<file path="config.mk">
export PLATFORM = sky130hd
export DESIGN_NAME = sd_spi_master_flat
export DESIGN_NICKNAME = d
export VERILOG_FILES = /design/src/rtl/sd_spi_master_if.sv /design/src/rtl/sd_spi_master.sv /design/src/flat_wrapper.sv
export SDC_FILE = /design/constraint.sdc
export NUM_CORES = 1
export LEC_CHECK = 0
export BUFFER_PORTS_ARGS = -buffer_cell sky130_fd_sc_hd__buf_4
export CORE_UTILIZATION = 60
export DETAILED_ROUTE_END_ITERATION = 8
export PLACE_DENSITY = 0.83
export SLEW_MARGIN = 25
export SYNTH_ARGS = -nofsm -noshare
export SYNTH_HDL_FRONTEND = slang
export SYNTH_SLANG_ARGS = --single-unit
</file>
<file path="constraint.sdc">
create_clock -name MasterCLK -period 3.2 [get_ports MasterCLK]
set_clock_uncertainty 0.1 [all_clocks]
set_input_delay 0.48 -clock MasterCLK [delete_from_list [all_inputs] [get_ports MasterCLK]]
set_output_delay 0.48 -clock MasterCLK [all_outputs]
set_load 0.02 [all_outputs]
</file>
<file path="src/rtl/sd_spi_master_if.sv">
// Register-side bundle of the SD SPI master: transfer request, latched
// configuration, and the Busy/Done/RxData status returned to the SoC.
interface sd_spi_master_if #(
  parameter int DATA_WIDTH = 8,
  parameter int NUM_CS     = 2,
  parameter int DIV_WIDTH  = 8
);
  localparam int CS_W = (NUM_CS > 1) ? $clog2(NUM_CS) : 1;

  logic                  Start;
  logic [DATA_WIDTH-1:0] TxData;
  logic [DIV_WIDTH-1:0]  ClkDiv;
  logic                  CPOL;
  logic                  CPHA;
  logic                  LsbFirst;
  logic [CS_W-1:0]       CsSelect;
  logic                  CsHold;
  logic                  CsRelease;
  logic                  Busy;
  logic                  Done;
  logic [DATA_WIDTH-1:0] RxData;

  modport master (
    output Start, TxData, ClkDiv, CPOL, CPHA, LsbFirst, CsSelect, CsHold, CsRelease,
    input  Busy, Done, RxData
  );

  modport slave (
    input  Start, TxData, ClkDiv, CPOL, CPHA, LsbFirst, CsSelect, CsHold, CsRelease,
    output Busy, Done, RxData
  );
endinterface

</file>
<file path="src/rtl/sd_spi_master.sv">
// SPI master for the SD card path: configurable word width, runtime SCLK
// divisor, all four SPI modes and multiple chip selects with optional CS hold.
module sd_spi_master #(
  parameter int DATA_WIDTH = 8,
  parameter int NUM_CS     = 2,
  parameter int DIV_WIDTH  = 8
) (
  input  logic              MasterCLK,
  input  logic              Reset,
  sd_spi_master_if.slave    regIf,
  output logic              SPI_SCLK,
  output logic              SPI_MOSI,
  input  logic              SPI_MISO,
  output logic [NUM_CS-1:0] SPI_CS_N
);

  localparam int CS_W   = (NUM_CS > 1) ? $clog2(NUM_CS) : 1;
  localparam int HALF_W = $clog2(2 * DATA_WIDTH);
  localparam logic [HALF_W-1:0] HALF_LAST = HALF_W'(2 * DATA_WIDTH - 1);

  typedef enum logic [1:0] {IDLE, SETUP, XFER, HOLD} stateT;

  stateT                 state;
  stateT                 stateNext;
  logic [DIV_WIDTH-1:0]  divCnt;
  logic [DIV_WIDTH-1:0]  divLat;
  logic [HALF_W-1:0]     halfCnt;
  logic                  cphaLat;
  logic                  lsbLat;
  logic                  csHoldLat;
  logic [DATA_WIDTH-1:0] txShift;
  logic [DATA_WIDTH-1:0] rxShift;
  logic [DATA_WIDTH-1:0] rxData;
  logic                  done;
  logic                  sclk;
  logic                  mosi;
  logic [NUM_CS-1:0]     csN;
  logic                  phaseEnd;
  logic                  lastHalf;
  logic                  leadEdge;
  logic                  trailEdge;
  logic                  sampleNow;
  logic                  shiftNow;

  // An out-of-range select simply matches no output, so every CS stays high.
  function automatic logic [NUM_CS-1:0] csMask(input logic [CS_W-1:0] sel);
    csMask = '1;
    for (int i = 0; i < NUM_CS; i++) begin
      if (int'(sel) == i) csMask[i] = 1'b0;
    end
  endfunction

  always_ff @(posedge MasterCLK) begin
    if (!Reset) state <= IDLE;
    else        state <= stateNext;
  end

  always_comb begin
    stateNext = state;
    phaseEnd  = (divCnt == divLat);
    lastHalf  = (halfCnt == HALF_LAST);
    case (state)
      IDLE:    if (regIf.Start) stateNext = SETUP;
      SETUP:   if (phaseEnd) stateNext = XFER;
      XFER:    if (phaseEnd && lastHalf) stateNext = HOLD;
      HOLD:    if (phaseEnd) stateNext = IDLE;
      default: stateNext = IDLE;
    endcase
    leadEdge  = (state == XFER) && phaseEnd && !halfCnt[0];
    trailEdge = (state == XFER) && phaseEnd && halfCnt[0];
    // CPHA=0 already put bit 0 out in SETUP, so the final trailing edge has nothing left to shift.
    sampleNow = cphaLat ? trailEdge : leadEdge;
    shiftNow  = cphaLat ? leadEdge : (trailEdge && !lastHalf);
  end

  always_ff @(posedge MasterCLK) begin
    if (!Reset) begin
      divCnt    <= '0;
      divLat    <= '0;
      halfCnt   <= '0;
      cphaLat   <= 1'b0;
      lsbLat    <= 1'b0;
      csHoldLat <= 1'b0;
      txShift   <= '0;
      rxShift   <= '0;
      rxData    <= '0;
      done      <= 1'b0;
      sclk      <= 1'b0;
      mosi      <= 1'b1;
      csN       <= '1;
    end else begin
      done <= 1'b0;
      if (state == IDLE || phaseEnd) divCnt <= '0;
      else                           divCnt <= divCnt + 1'b1;

      if (sampleNow) begin
        rxShift <= lsbLat ? {SPI_MISO, rxShift[DATA_WIDTH-1:1]}
                          : {rxShift[DATA_WIDTH-2:0], SPI_MISO};
      end
      if (shiftNow) begin
        mosi    <= lsbLat ? txShift[0] : txShift[DATA_WIDTH-1];
        txShift <= lsbLat ? (txShift >> 1) : (txShift << 1);
      end

      case (state)
        IDLE: begin
          sclk <= regIf.CPOL;
          mosi <= 1'b1;
          if (regIf.Start) begin
            divLat    <= regIf.ClkDiv;
            cphaLat   <= regIf.CPHA;
            lsbLat    <= regIf.LsbFirst;
            csHoldLat <= regIf.CsHold;
            halfCnt   <= '0;
            csN       <= csMask(regIf.CsSelect);
            if (!regIf.CPHA) begin
              mosi    <= regIf.LsbFirst ? regIf.TxData[0] : regIf.TxData[DATA_WIDTH-1];
              txShift <= regIf.LsbFirst ? (regIf.TxData >> 1) : (regIf.TxData << 1);
            end else begin
              txShift <= regIf.TxData;
            end
          end else if (regIf.CsRelease) begin
            csN <= '1;
          end
        end
        XFER: begin
          if (phaseEnd) begin
            sclk    <= ~sclk;
            halfCnt <= halfCnt + 1'b1;
          end
        end
        HOLD: begin
          if (phaseEnd) begin
            done   <= 1'b1;
            rxData <= rxShift;
            mosi   <= 1'b1;
            if (!csHoldLat) csN <= '1;
          end
        end
        default: ;
      endcase
    end
  end

  assign regIf.Busy   = (state != IDLE);
  assign regIf.Done   = done;
  assign regIf.RxData = rxData;
  assign SPI_SCLK     = sclk;
  assign SPI_MOSI     = mosi;
  assign SPI_CS_N     = csN;

endmodule

</file>
<file path="src/flat_wrapper.sv">
// flat-port wrapper written by rule: the top's interface ports become plain ports
module sd_spi_master_flat 
#(
  parameter int DATA_WIDTH = 8,
  parameter int NUM_CS     = 2,
  parameter int DIV_WIDTH  = 8
)
  (MasterCLK, Reset, SPI_SCLK, SPI_MOSI, SPI_MISO, SPI_CS_N, regIf_Start, regIf_TxData, regIf_ClkDiv, regIf_CPOL, regIf_CPHA, regIf_LsbFirst, regIf_CsSelect, regIf_CsHold, regIf_CsRelease, regIf_Busy, regIf_Done, regIf_RxData);
  sd_spi_master_if #(.DATA_WIDTH(DATA_WIDTH), .NUM_CS(NUM_CS), .DIV_WIDTH(DIV_WIDTH)) regIf_i ();
  input  logic MasterCLK;
  input  logic Reset;
  output logic SPI_SCLK;
  output logic SPI_MOSI;
  input  logic SPI_MISO;
  output logic [NUM_CS-1:0] SPI_CS_N;
  input wire logic [$bits(regIf_i.Start)-1:0] regIf_Start;
  input wire logic [$bits(regIf_i.TxData)-1:0] regIf_TxData;
  input wire logic [$bits(regIf_i.ClkDiv)-1:0] regIf_ClkDiv;
  input wire logic [$bits(regIf_i.CPOL)-1:0] regIf_CPOL;
  input wire logic [$bits(regIf_i.CPHA)-1:0] regIf_CPHA;
  input wire logic [$bits(regIf_i.LsbFirst)-1:0] regIf_LsbFirst;
  input wire logic [$bits(regIf_i.CsSelect)-1:0] regIf_CsSelect;
  input wire logic [$bits(regIf_i.CsHold)-1:0] regIf_CsHold;
  input wire logic [$bits(regIf_i.CsRelease)-1:0] regIf_CsRelease;
  output wire logic [$bits(regIf_i.Busy)-1:0] regIf_Busy;
  output wire logic [$bits(regIf_i.Done)-1:0] regIf_Done;
  output wire logic [$bits(regIf_i.RxData)-1:0] regIf_RxData;
  assign regIf_i.Start = regIf_Start;
  assign regIf_i.TxData = regIf_TxData;
  assign regIf_i.ClkDiv = regIf_ClkDiv;
  assign regIf_i.CPOL = regIf_CPOL;
  assign regIf_i.CPHA = regIf_CPHA;
  assign regIf_i.LsbFirst = regIf_LsbFirst;
  assign regIf_i.CsSelect = regIf_CsSelect;
  assign regIf_i.CsHold = regIf_CsHold;
  assign regIf_i.CsRelease = regIf_CsRelease;
  assign regIf_Busy = regIf_i.Busy;
  assign regIf_Done = regIf_i.Done;
  assign regIf_RxData = regIf_i.RxData;
  sd_spi_master #(.DATA_WIDTH(DATA_WIDTH), .NUM_CS(NUM_CS), .DIV_WIDTH(DIV_WIDTH)) u_core (.MasterCLK(MasterCLK), .Reset(Reset), .regIf(regIf_i), .SPI_SCLK(SPI_SCLK), .SPI_MOSI(SPI_MOSI), .SPI_MISO(SPI_MISO), .SPI_CS_N(SPI_CS_N));
endmodule
</file>
==> run summary, run 1 <==
The flow ran to the end, and the final reports show no timing, DRC or antenna violations. Synthesis inferred 54 register bits. The wire length reported by the detailed router came out at 5520 um. The end point of the worst hold path is u_core.divLat[5]$_SDFFE_PN0P_. The first TritonRoute pass finished after 4 iterations.

In this run the count of I/O pins placed on the die edge is 40. In this run the remaining antenna-violating nets after routing total 0. The worst path in the final design needs a cycle of 2230 ps, including I/O delays and setup.

The floorplan step defined a die boundary enclosing 4800 sq um. The area of the core region came out at 4350 sq um. The starting DRC count in detailed routing came out at 122. The completed layout was analyzed and its total power is 1.94 mW. The count of final hold-check violations came out at 0. The clock-pin slew on the worst setup and hold paths came out at 90 ps.

The die boundary width came out at 69.3 um. The worst-case vdd ir drop came out at 0.381 mV. Static timing analysis puts the maximum clock frequency at 449 MHz. STA classifies the critical path startpoint as a flip-flop.

Setup repair after global routing left no endpoint under its margin. The post-route standard cell area excluding fillers came out at 3080 sq um. The top flip-flop cell by instance count after synthesis is sky130_fd_sc_hd__dfxtp_1.

The number of antenna violations at the first check in global routing came out at 0. The startpoint identified for the worst register-to-register timing path is u_core.divCnt[0]$_SDFF_PP0_. The summed instance area of the synthesized netlist is 2720 sq um. In this run the static leakage power is 1.30 nW. The biggest fanout along the worst timing path came out at 10. The root buffer cell chosen for the clock tree is sky130_fd_sc_hd__clkbuf_8. The worst reg-to-reg path cell count came out at 5. The worst hold path was traced through 3 stages. The floorplan step set the die height to 69.3 um. The instance count of the mapped netlist came out at 311. The top cell type's share of synthesized area is 39.8%. The measured slew at the worst slew-check pin came out at 972 ps.

For the final routed database, the setup TNS stands at 0 ps. Fill cells in the final layout number 361. The required arrival time at the worst endpoint came out at 3330 ps. Setup violations remaining at the end of the flow were counted as 0. The warning count from the yosys run came out at 0. The routability congestion estimate came out at 0.829. The maximum number of pins on one net before global-route repair came out at 32. Averaged over all synthesized cells, the footprint is 8.74 sq um. The number of buffers inserted during clock tree synthesis is 5. In this run the tool buffered the top-level ports with 39 buffer cells. The number of nets in the layout is 370.

By count the netlist is led by 54 x sky130_fd_sc_hd__dfxtp_1, 37 x sky130_fd_sc_hd__nand2_1, 31 x sky130_fd_sc_hd__mux2i_1. The number of maximum-capacitance violations is 0. For this run, the register share of the synthesized area comes to 39.8%.

The setup check on the worst reg-to-reg path leaves a slack of 970 ps. The detailed placer's ending HPWL came out at 4000 um. The number of H-tree levels is 2.

The later pin in the worst-skew pair is clocked with a latency of 310 ps. The top cell type by total area after synthesis is sky130_fd_sc_hd__dfxtp_1. The number of nets in the synthesized netlist is 343. The destination of the worst register-to-register timing path is u_core.SPI_MOSI$_SDFF_PN1_.

In the finished design, the share of the clock period the worst path needs comes to 69.6%. The type of the tightest min-delay check is in2reg. Ranked by total cell area, the synthesized netlist is headed by sky130_fd_sc_hd__dfxtp_1 40%, sky130_fd_sc_hd__mux2i_1 11%, sky130_fd_sc_hd__nand2_1 5.1%.

From synthesis to final layout, the design area changed by 13.2%. The first global-routing pass estimated 9570 um of wire. The number of synthesized flops with an enable pin is 0.

Summing over every cut layer, the via total after detailed routing is 2,240. The instance area after placement came out at 2990 sq um. The number of sinks on the clock net came out at 54. Once the floorplan was initialized, standard cells occupied 62.4% of the core. The number of resized instances in the post-cts repair step came out at 0. The worst setup margin is 973 ps. The share of final-layout standard cells stronger than drive strength 1 came out at 17.4%. The worst endpoint data arrival time came out at 2350 ps. Dividing the detail-routed wire length by the instance count gives 14.1 um.

The number of global-route vias before repair came out at 2,089. The kind of end point of the critical path is a flip-flop. The class of the most critical setup path is reg2reg.

The tightest slew margin relative to the limit is 35.1%. The global-route usage over all layers is 24.5%. The power density relative to cell area came out at 630 nW/um^2.

Counting distinct cell types in the post-synthesis netlist gives 45. The number of buffers inserted by hold repair at cts came out at 0. Dividing the detail-routed via count by the number of cells gives 5.73.

The initialized floorplan defines 24 standard-cell rows. In this run the most critical hold path is launched from regIf_ClkDiv[5]. The count of antenna diodes in the layout came out at 0.

In the routed design, unresolved DRC markers number 0. The maximum number of buffers from clock root to sink is 2. Of all flip-flops after synthesis, the portion carrying an async set or reset was 0%. The CTS tree is yes. The post-CTS setup buffer count came out at 0. The minimum setup slack after placement came out at 979 ps. The most instantiated library cell after synthesis is sky130_fd_sc_hd__dfxtp_1.

The final-report max-slew violation count came to 0. The overall overflow remaining after global route came out at 0.
## cells by family (layout without fill, tap and decap cells)
family / Yosys count / count (layout) / share of synthesized area (%)
AND/OR/NAND/NOR: 112 / 112 / 19.5
multiplexers: 40 / 40 / 15.1
XOR/XNOR: 14 / 14 / 4.51
buffers and inverters: 27 / 55 / 4.42
flip-flops: 54 / 54 / 39.8
adder cells (fa/ha/maj): 6 / 6 / 2.76
AO/OA/AOI/OAI: 58 / 58 / 13.9
## stage by stage
step	hold slack, ps	cells	utilization, %
CTS	295	391	70.6
detailed placement	347	383	68.6
finish	305	391	70.6
floorplan	336	311	-
global placement	342	383	68.6
global route	302	391	70.6
## sequential cells by signal (all words and copies together), names as in the netlist, 2 cells and up
register             count
u_core.divCnt            8
u_core.divLat            8
u_core.regIf.RxData      8
u_core.rxShift           8
u_core.txShift           8
u_core.halfCnt           4
u_core.SPI_CS_N          2
u_core.state             2
## area by class of cell
class,count,area [sq um],area share (%)
multi-input cells,230,1520,49.3
clock buffers,6,72.6,2.36
well taps,52,65.1,2.12
clock inverters,2,13.8,0.448
flip-flops and latches,54,1080,35.2
inverters,7,26.3,0.854
repair buffers,40,300,9.76
## critical path: stages (launching register included)
cell	delay, ps
sky130_fd_sc_hd__dfxtp_1	440
sky130_fd_sc_hd__xnor2_1	160
sky130_fd_sc_hd__and4_1	410
sky130_fd_sc_hd__nand3_1	510
sky130_fd_sc_hd__a21boi_0	290
sky130_fd_sc_hd__o221ai_1	230
## per-layer routing
layer	GRT usage (%)	up-vias	routed length [um]
li1	-	1158	-
met1	31.0	1032	2580
met2	41.2	40	2660
met3	5.38	10	202
met4	8.16	0	73
met5	0	-	0
## power by group
group | switching [mW] | internal (mW) | total, mW
Sequential | 0.0854 | 0.758 | 0.843
Clock | 0.220 | 0.155 | 0.375
Combinational | 0.442 | 0.276 | 0.718
## cells in the final DEF, fill, tap and decap left out, types with 6 or more instances in the layout
master                     n
sky130_fd_sc_hd__dfxtp_1  54
sky130_fd_sc_hd__nand3_1  16
sky130_fd_sc_hd__inv_1     7
sky130_fd_sc_hd__buf_4    40
sky130_fd_sc_hd__xnor2_1   9
sky130_fd_sc_hd__o21ai_0  17
sky130_fd_sc_hd__mux2i_1  31
sky130_fd_sc_hd__a21oi_1  18
sky130_fd_sc_hd__mux2_2    9
sky130_fd_sc_hd__nand2_1  37
sky130_fd_sc_hd__nand4_1   9
sky130_fd_sc_hd__nor2_1   30
sky130_fd_sc_hd__ha_1      6
## how the worst max path moves through the flow
stage / start / end / slack (ps) / depth (start not counted)
after detailed placement: u_core.divCnt[0]$_SDFF_PP0_ / u_core.SPI_MOSI$_SDFF_PN1_ / 980 / 5
after global placement: u_core.divCnt[0]$_SDFF_PP0_ / u_core.SPI_MOSI$_SDFF_PN1_ / 1130 / 5
final: u_core.divCnt[0]$_SDFF_PP0_ / u_core.SPI_MOSI$_SDFF_PN1_ / 970 / 5
after floorplan: u_core.state[0]$_SDFFE_PN0P_ / u_core.halfCnt[3]$_SDFFE_PN0P_ / 1340 / 7
after global routing: u_core.divCnt[0]$_SDFF_PP0_ / u_core.SPI_MOSI$_SDFF_PN1_ / 770 / 5
after CTS: u_core.divCnt[0]$_SDFF_PP0_ / u_core.SPI_MOSI$_SDFF_PN1_ / 980 / 5
(Power assumes the default switching activity.)
==> run 2: changes to the inputs <==
ABC_AREA = 1   (was default)
CORE_UTILIZATION = 51   (was 60)
PLACE_DENSITY = 0.75   (was 0.83)
clock period = 1.91 ns   (was 3.2 ns; I/O delays follow)
==> run 2 against run 1 <==
  * Global-route usage down 0.89 points
  * Synthesized cell count increased by 34%
  * Flip-flop and latch count unchanged
  * Wire length rose by 18%
  * Register-to-register slack got worse by 860 ps
  * Worst setup slack worse by 860 ps
  * Non-clock buffer count up 9
  * Critical path depth up 3
  * Largest power group unchanged
  * Count of clock-buffer cells in the layout rose by 1
  * Via count grew 21%
  * Sequential share of layout area decreased by 2.2 points
  * Largest cell class unchanged
  * Highest routed layer unchanged
==> run summary, run 2 <==
The overall overflow remaining after global route was 0 (unchanged). The tightest hold margin came out at 141 ps (-164 ps). The part of the Yosys area used for sequential elements came to 38.5% (-1.3 points). The number of buffer and inverter instances along the worst setup path came out at 3 (+3). The number of top-level pins came out at 40 (unchanged). The per-cell via count in the routed design is 5.15 (-10%). The complex-gate fraction of the synthesized area came out at 17.5% (+3.6 points).

The most instantiated library cell after synthesis is sky130_fd_sc_hd__nand2_1. The signal on the critical path passes through inv_1 -> ha_1 -> nand2_1 -> buf_4 -> nor2_1 -> a221oi_1 -> nand2_1 -> inv_1. On the critical path, the stage with the largest delay is an instance of sky130_fd_sc_hd__dfxtp_1. The number of synthesized flops with an enable pin is 0 (unchanged). The share of the cycle needed by the critical path after routing came to 93.9% (+24 points).

The simple-gate share of the synthesized area came out at 29.1% (+9.6 points). The number of sinks on the clock net came out at 54 (unchanged). The post-synthesis async set-or-reset flop share is 0% (unchanged). The post-route standard cell area excluding fillers is 3290 sq um (+6.9%). The most common library cell in the layout ignoring fill and taps is sky130_fd_sc_hd__nand2_1. The worst min-delay path startpoint is regIf_ClkDiv[3].

The number of maximum-capacitance violations came out at 0 (unchanged). The first-pass GRT wire length is 11,200 um (+17%). The number of routed nets with antenna violations came to 0 (unchanged). The required arrival time at the worst endpoint is 2070 ps (-1260 ps).

The average wire per standard cell is 12.3 um (-12%). The number of input and output port buffers inserted is 39 (unchanged). The setup path with the least slack is of type reg2reg. The total internal power is 2.11 mW (+77%).

Of all cell types, the one taking the most synthesized area is sky130_fd_sc_hd__dfxtp_1. The worst-case vdd ir drop was 0.696 mV (+83%). The total via count after detailed routing came out at 2,719 (+21%). The post-synthesis adder-cell area fraction came out at 2.67% (-0.091 points). The overall die area was 5810 sq um (+21%).

The number of cells on the worst hold path came to 3 (unchanged). The power density relative to cell area is 1070 nW/um^2 (+70%). By area, the combinational part of the netlist is dominated by simple AND/OR/NAND/NOR gates. In the synthesized netlist, the cells that appear most often are 95 x sky130_fd_sc_hd__nand2_1, 58 x sky130_fd_sc_hd__inv_1, 54 x sky130_fd_sc_hd__dfxtp_1. The tightest slew margin relative to the limit was 64.6% (+30 points). The summed instance area of the synthesized netlist was 2810 sq um (+3.4%).

The number of H-tree levels is 2 (unchanged). The proportion of total power due to net switching is 40.2% (+1.6 points). The post-synthesis register bit count came out at 54 (unchanged). The instance area after placement came out at 3180 sq um (+6.4%). The number of nets in the layout came out at 490 (+32%).

The aggregate negative setup slack came out at 0 ps (unchanged). The detailed placer's ending HPWL was 4830 um (+21%). The final-report max-slew violation count came to 0 (unchanged).

The run finished with clean final reports. The leakage component of the power was 1.54 nW (+18%). The synthesized area divided by synthesized cell count is 6.76 sq um (-23%). The number of global-route vias before repair is 2,462 (+18%). STA classifies the critical path endpoint as a flip-flop. The count of final hold-check violations came to 0 (unchanged). The number of optimization iterations in the first detailed-route pass is 4 (unchanged). The row count is 26 (+8.3%).

The clock period minus worst slack is 1790 ps (-432 ps). The first element of the critical path is u_core.state[1]$_SDFFE_PN0P_. The starting DRC count in detailed routing came out at 170 (+39%). The relative contribution of sequential cells to total power came to 41.6% (-1.9 points). From synthesis to final layout, the design area changed by 17.0%.

Setup repair after global routing could not meet its margin everywhere. The worst endpoint data arrival time came out at 1950 ps (-400 ps). The count of antenna diodes in the layout came out at 0 (unchanged). The post-route DRC violation count came to 0 (unchanged).

The measured slew at the worst slew-check pin came out at 530 ps (-442 ps). The post-synthesis mux area share is 0% (-15 points). For hold timing, the worst endpoint is u_core.divLat[3]$_SDFFE_PN0P_. The flop-to-flop setup slack is 120 ps (-860 ps). The area of the core region is 5200 sq um (+20%). The portion of total power attributed to the clock network is 17.2% (-2.2 points). The maximum number of buffers from clock root to sink came out at 2 (unchanged). The clock root buffer master is sky130_fd_sc_hd__clkbuf_8. The maximum number of pins on one net before global-route repair was 21 (-34%). The wire length reported by the detailed router came to 6520 um (+18%). The warning count from the yosys run is 0 (unchanged). The number of buffers inserted during clock tree synthesis is 5 (unchanged).

The instance count of the mapped netlist is 416 (+34%). The number of nets in the synthesized netlist came out at 448 (+31%). The global-route usage over all layers came to 23.6% (-0.89 points). The peak per-stage delay on the critical path is 380 ps (-130 ps). TritonCTS built the clock tree. The number of endpoints failing setup at the final stage came to 0 (unchanged).

STA classifies the critical path startpoint as a flip-flop. The number of antenna violations at the first check in global routing came out at 0 (unchanged). The xor and xnor fraction of the mapped netlist area is 1.56% (-3.0 points). The worst reg-to-reg path cell count is 8 (+3). The die boundary width is 76.2 um (+10%). After synthesis, the cell types taking the most area are sky130_fd_sc_hd__dfxtp_1 38%, sky130_fd_sc_hd__nand2_1 13%, sky130_fd_sc_hd__o21ai_0 8.4%. The clock latency on the worst-skew pair came out at 300 ps (about the same). The logic gate share of total power is 41.2% (+4.1 points). The routability congestion estimate came to 0.855 (+3.1%). The top cell types in the final layout, fill and taps aside, are 95 x sky130_fd_sc_hd__nand2_1, 58 x sky130_fd_sc_hd__inv_1, 52 x sky130_fd_sc_hd__dfxtp_1. Grouping stages by cell kind, the critical path spends the most delay in flip-flops. The net switching power of the design came to 1.42 mW (+90%). The highest clock rate came out at 557 MHz (+24%).

The biggest fanout along the worst timing path is 15 (+5). The top cell type's share of synthesized area was 38.5% (-1.3 points). The type of the tightest min-delay check is in2reg. The number of unique standard cell types used by synthesis is 30 (-33%).

The vertical die dimension is 76.2 um (+10%). The clock-pin slew on the worst setup and hold paths came out at 90 ps (about the same). The share of final-layout standard cells stronger than drive strength 1 came out at 15.3% (-2.1 points). The most used flip-flop cell after synthesis is sky130_fd_sc_hd__dfxtp_1. In this run the critical register-to-register path is launched from u_core.state[1]$_SDFFE_PN0P_. The worst register-to-register path ends at u_core.txShift[3]$_SDFF_PN0_. The initial core utilization is 54.0% (-8.4 points).
run 2: cell families (layout without fill, tap and decap cells):
logic type | after synthesis | in the layout
fa+ha+maj | 6 | 6
compound gates | 92 | 92
xor+xnor | 5 | 5
buf+inv | 72 | 114
simple gates | 187 | 187
flops | 54 | 54
run 2: final cells by class:
type                       instances  area [sq um]
multi-input combinational        290          1450
sequential                        54          1080
clock buffer                       7          76.3
fill                             475          1920
inverter                          58           218
timing repair buffer              49           368
tap                               70          87.6
run 2: worst reg2reg max path: cells and delay by family, from the launching register on:
kind | cells | cell delay [ps]
AO/OA/AOI/OAI | 1 | 340
adder cells (fa/ha/maj) | 1 | 220
AND/OR/NAND/NOR | 3 | 350
flip-flops | 1 | 380
buffers and inverters | 3 | 370
run 2: worst max-delay path by stage:
stage	cells past startpoint	endpoint	slack [ps]
after floorplan	10	u_core.txShift[1]$_SDFF_PN0_	240
after global placement	11	u_core.halfCnt[0]$_SDFFE_PN0P_	160
after detailed placement	8	u_core.txShift[6]$_SDFF_PN0_	140
after CTS	8	u_core.txShift[6]$_SDFF_PN0_	120
after global routing	8	u_core.txShift[3]$_SDFF_PN0_	-40
final	8	u_core.txShift[3]$_SDFF_PN0_	120
run 2: routing by layer:
| layer | GRT usage [%] | part of all wire (%) | vias up |
|---|---|---|---|
| met3 | 5.03 | 4.6 | 7 |
| li1 | - | - | 1420 |
| met2 | 38.2 | 45 | 71 |
| met1 | 31.4 | 50 | 1221 |
| met4 | 7.12 | 1.0 | 0 |
| met5 | 0 | 0 | - |
run 2: metrics by stage:
stage | setup slack [ps] | utilization, % | std cells | total power, mW
after floorplan | 245 | - | 416 | 2.48
after global placement | 161 | 61.1 | 521 | 2.87
after detailed placement | 139 | 61.1 | 521 | 2.90
after CTS | 122 | 62.6 | 528 | 3.49
after global routing | -37.2 | 63.1 | 528 | 3.81
final | 116 | 63.1 | 528 | 3.53
run 2: power by group through the flow:
| stage | clock network [mW] | logic [mW] | registers [mW] |
|---|---|---|---|
| 5_1_grt | 0.666 | 1.65 | 1.49 |
| 4_1_cts | 0.618 | 1.41 | 1.46 |
| 3_5_place_dp | 0 | 1.41 | 1.49 |
| 2_1_floorplan | 0 | 0.963 | 1.51 |
| 3_3_place_gp | 0 | 1.38 | 1.49 |
| 6_report | 0.605 | 1.45 | 1.47 |
run 2: what timing repair did:
action / CTS / global route
setup buffers: 0 / 0
hold buffers: 0 / 0
resized for setup: 0 / 8
setup endpoints to repair: 0 / 30
==> run 3: changes to the inputs <==
ABC_AREA = default   (was 1)
CORE_UTILIZATION = 59   (was 51)
CTS_BUF_LIST = sky130_fd_sc_hd__clkbuf_4 sky130_fd_sc_hd__clkbuf_8   (was default)
PLACE_DENSITY = 0.82   (was 0.75)
clock period = 2 ns   (was 1.91 ns; I/O delays follow)
==> run 3 against run 2 <==
  * Count of clock-buffer cells in the layout fell by 2
  * Fmax fell by 3.1%
  * Register-to-register slack improved by 30 ps
  * Worst setup slack improved by 32 ps
  * Via count fell by 13%
  * Sequential power fell by 9.5%
  * Utilization rose by 12 points
  * Die area fell by 16%
  * Sequential share of layout area barely moved
  * Critical path depth fell by 2
  * Hold slack got worse by 22 ps
  * Largest power group is now combinational cells
  * Final cell count fell by 23%
==> run summary, run 3 (synthesized netlist as in run 1, its figures left out) <==
The area growth from synthesis to layout is 20.7%. The total via count after detailed routing was 2,363 (-13%). The type of the tightest min-delay check is in2reg.

The worst endpoint data arrival time came out at 1990 ps (+40 ps). The instance area after placement came to 3120 sq um (-1.9%). The number of H-tree levels is 2 (unchanged). The end-of-flow core utilization is 74.8% (+12 points). The number of nets in the layout came out at 386 (-21%).

The detailed placer's ending HPWL is 4240 um (-12%). The final-report max-slew violation count was 0 (unchanged). The run finished with clean final reports. The worst-case vdd ir drop came out at 0.560 mV (-20%).

The share of final-layout standard cells stronger than drive strength 1 is 23.7% (+8.4 points). The number of buffers inserted by hold repair at cts is 0 (unchanged). The clock-pin slew on the worst setup and hold paths is 110 ps (+20 ps).

The number of routed nets with antenna violations came out at 0 (unchanged). The measured slew at the worst slew-check pin is 553 ps (+22.5 ps). The number of sinks on the clock net is 54 (unchanged).

The library cells used most frequently in the layout, excluding fill and tap cells, are 55 x sky130_fd_sc_hd__buf_4, 54 x sky130_fd_sc_hd__dfxtp_1, 37 x sky130_fd_sc_hd__nand2_1. The global-route usage over all layers was 25.9% (+2.3 points). The clock latency on the worst-skew pair came to 320 ps (+20 ps). The maximum number of buffers from clock root to sink came to 2 (unchanged). The biggest fanout along the worst timing path came out at 7 (-8). The area of the core region was 4380 sq um (-16%).

The clock period minus worst slack came out at 1850 ps (+58.3 ps). The overall die area came out at 4880 sq um (-16%). The vertical die dimension is 69.9 um (-8.3%).

The number of antenna violations at the first check in global routing came out at 0 (unchanged). The post-CTS setup buffer count came to 0 (unchanged). The initial core utilization is 62.0% (+8.0 points). The leakage component of the power is 1.41 nW (-8.4%). The number of input and output port buffers inserted is 39 (unchanged). The power density relative to cell area is 1070 nW/um^2 (about the same). The count of final hold-check violations is 0 (unchanged).

The first-pass GRT wire length was 10,200 um (-8.2%). TritonCTS built the clock tree. The post-route standard cell area excluding fillers came out at 3280 sq um (-0.23%). The number of buffers inserted during clock tree synthesis came out at 5 (unchanged).

The critical path in this run is classified as reg2reg. The category of the worst setup path launch point is a flip-flop. The wire length reported by the detailed router came out at 5940 um (-8.9%). The number of endpoints failing setup at the final stage came out at 0 (unchanged). The number of global-route vias before repair came out at 2,255 (-8.4%). The count of antenna diodes in the layout is 0 (unchanged). The tightest slew margin relative to the limit is 63.1% (-1.5 points). The library cell used most frequently in the layout, excluding fill and tap cells, is sky130_fd_sc_hd__buf_4. The routability congestion estimate is 0.804 (-6.0%).

The flop-to-flop setup slack came out at 150 ps (+30 ps). The starting DRC count in detailed routing is 160 (-5.9%). The required arrival time at the worst endpoint is 2140 ps (+70 ps). The highest clock rate came out at 540 MHz (-3.1%). The die boundary width was 69.9 um (-8.3%). Setup repair after global routing left no endpoint under its margin. The post-route DRC violation count came out at 0 (unchanged). The number of optimization iterations in the first detailed-route pass came out at 4 (unchanged). The per-cell via count in the routed design is 5.81 (+13%). The number of top-level pins is 40 (unchanged).

The worst setup path is captured at a flip-flop. The overall overflow remaining after global route came out at 0 (unchanged). The share of the cycle needed by the critical path after routing came to 92.6% (-1.3 points). The row count is 24 (-7.7%). The number of maximum-capacitance violations is 0 (unchanged). The aggregate negative setup slack came out at 0 ps (unchanged).

CTS placed an instance of sky130_fd_sc_hd__clkbuf_8 at the clock tree root. The average wire per standard cell is 14.6 um (+18%). The maximum number of pins on one net before global-route repair is 25 (+19%).
-- run 3: cell types whose count changed in the layout (fill, tap and decap cells not counted), sizes merged, moves of 6 or more --
| cell | previous run | this run |
|---|---|---|
| nor2 | 50 | 30 |
| mux2 | 0 | 9 |
| a21oi | 34 | 19 |
| inv | 58 | 8 |
| nand3 | 25 | 16 |
| o311ai | 0 | 6 |
| mux2i | 0 | 31 |
| xnor2 | 3 | 9 |
| nand4 | 3 | 10 |
| buf | 49 | 56 |
| nand2 | 99 | 37 |
| nor3 | 8 | 2 |
| o21ai | 49 | 17 |
-- run 3: per-stage QoR --
| stage | hold slack [ps] | setup slack (ps) | power, mW | cells |
|---|---|---|---|---|
| 3_3_place_gp | 345 | 114 | 2.63 | 399 |
| 4_1_cts | 111 | 34.8 | 3.45 | 407 |
| 6_report | 118 | 148 | 3.52 | 407 |
| 2_1_floorplan | 336 | 137 | 2.24 | 311 |
| 3_5_place_dp | 346 | 47.3 | 2.67 | 399 |
| 5_1_grt | 131 | 4.30 | 3.70 | 407 |
-- run 3: what timing repair did --
item / in CTS / in global routing
resized for setup: 1 / 10
endpoints found under the setup margin: 1 / 15
cloned: 0 / 0
-- run 3: layout make-up --
| class | instances | area (sq um) |
|---|---|---|
| Tap cell | 52 | 65.1 |
| Clock buffer | 5 | 68.8 |
| Multi-Input combinational cell | 230 | 1560 |
| Inverter | 7 | 26.3 |
| Fill cell | 331 | 1100 |
| Timing Repair Buffer | 56 | 433 |
| Clock inverter | 3 | 48.8 |
| Sequential cell | 54 | 1080 |
-- run 3: path summary, 6_finish.rpt --
check / from / endpoint / cells past startpoint
worst max-delay path: u_core.divCnt[3]$_SDFF_PP0_ / u_core.state[1]$_SDFFE_PN0P_ / 6
worst min-delay path: regIf_ClkDiv[7] / u_core.divLat[7]$_SDFFE_PN0P_ / 3
worst max register to register: u_core.divCnt[3]$_SDFF_PP0_ / u_core.state[1]$_SDFFE_PN0P_ / 6
worst min register to register: u_core.csHoldLat$_SDFFE_PN0P_ / u_core.csHoldLat$_SDFFE_PN0P_ / 2
-- run 3: per-layer routing --
metal	GRT usage (%)	up-vias	wire length, um
li1	-	1196	-
met1	33.1	1098	2650
met2	43.5	55	2940
met3	3.90	14	238
met4	10.9	0	116
met5	0	-	0
-- run 3: worst max-delay path, cell delays in order, from the launching register on --
cell	delay (ps)
sky130_fd_sc_hd__dfxtp_1	410
sky130_fd_sc_hd__xnor2_1	160
sky130_fd_sc_hd__and4_4	320
sky130_fd_sc_hd__a21oi_1	100
sky130_fd_sc_hd__o32ai_1	340
sky130_fd_sc_hd__buf_4	180
sky130_fd_sc_hd__mux2i_1	180
-- run 3: power breakdown --
group	leakage (nW)	total [mW]	internal (mW)	switching [mW]
registers	0.439	1.33	1.21	0.119
logic	0.915	1.42	0.614	0.801
clock network	0.0563	0.769	0.382	0.387
total	1.41	3.52	2.21	1.31
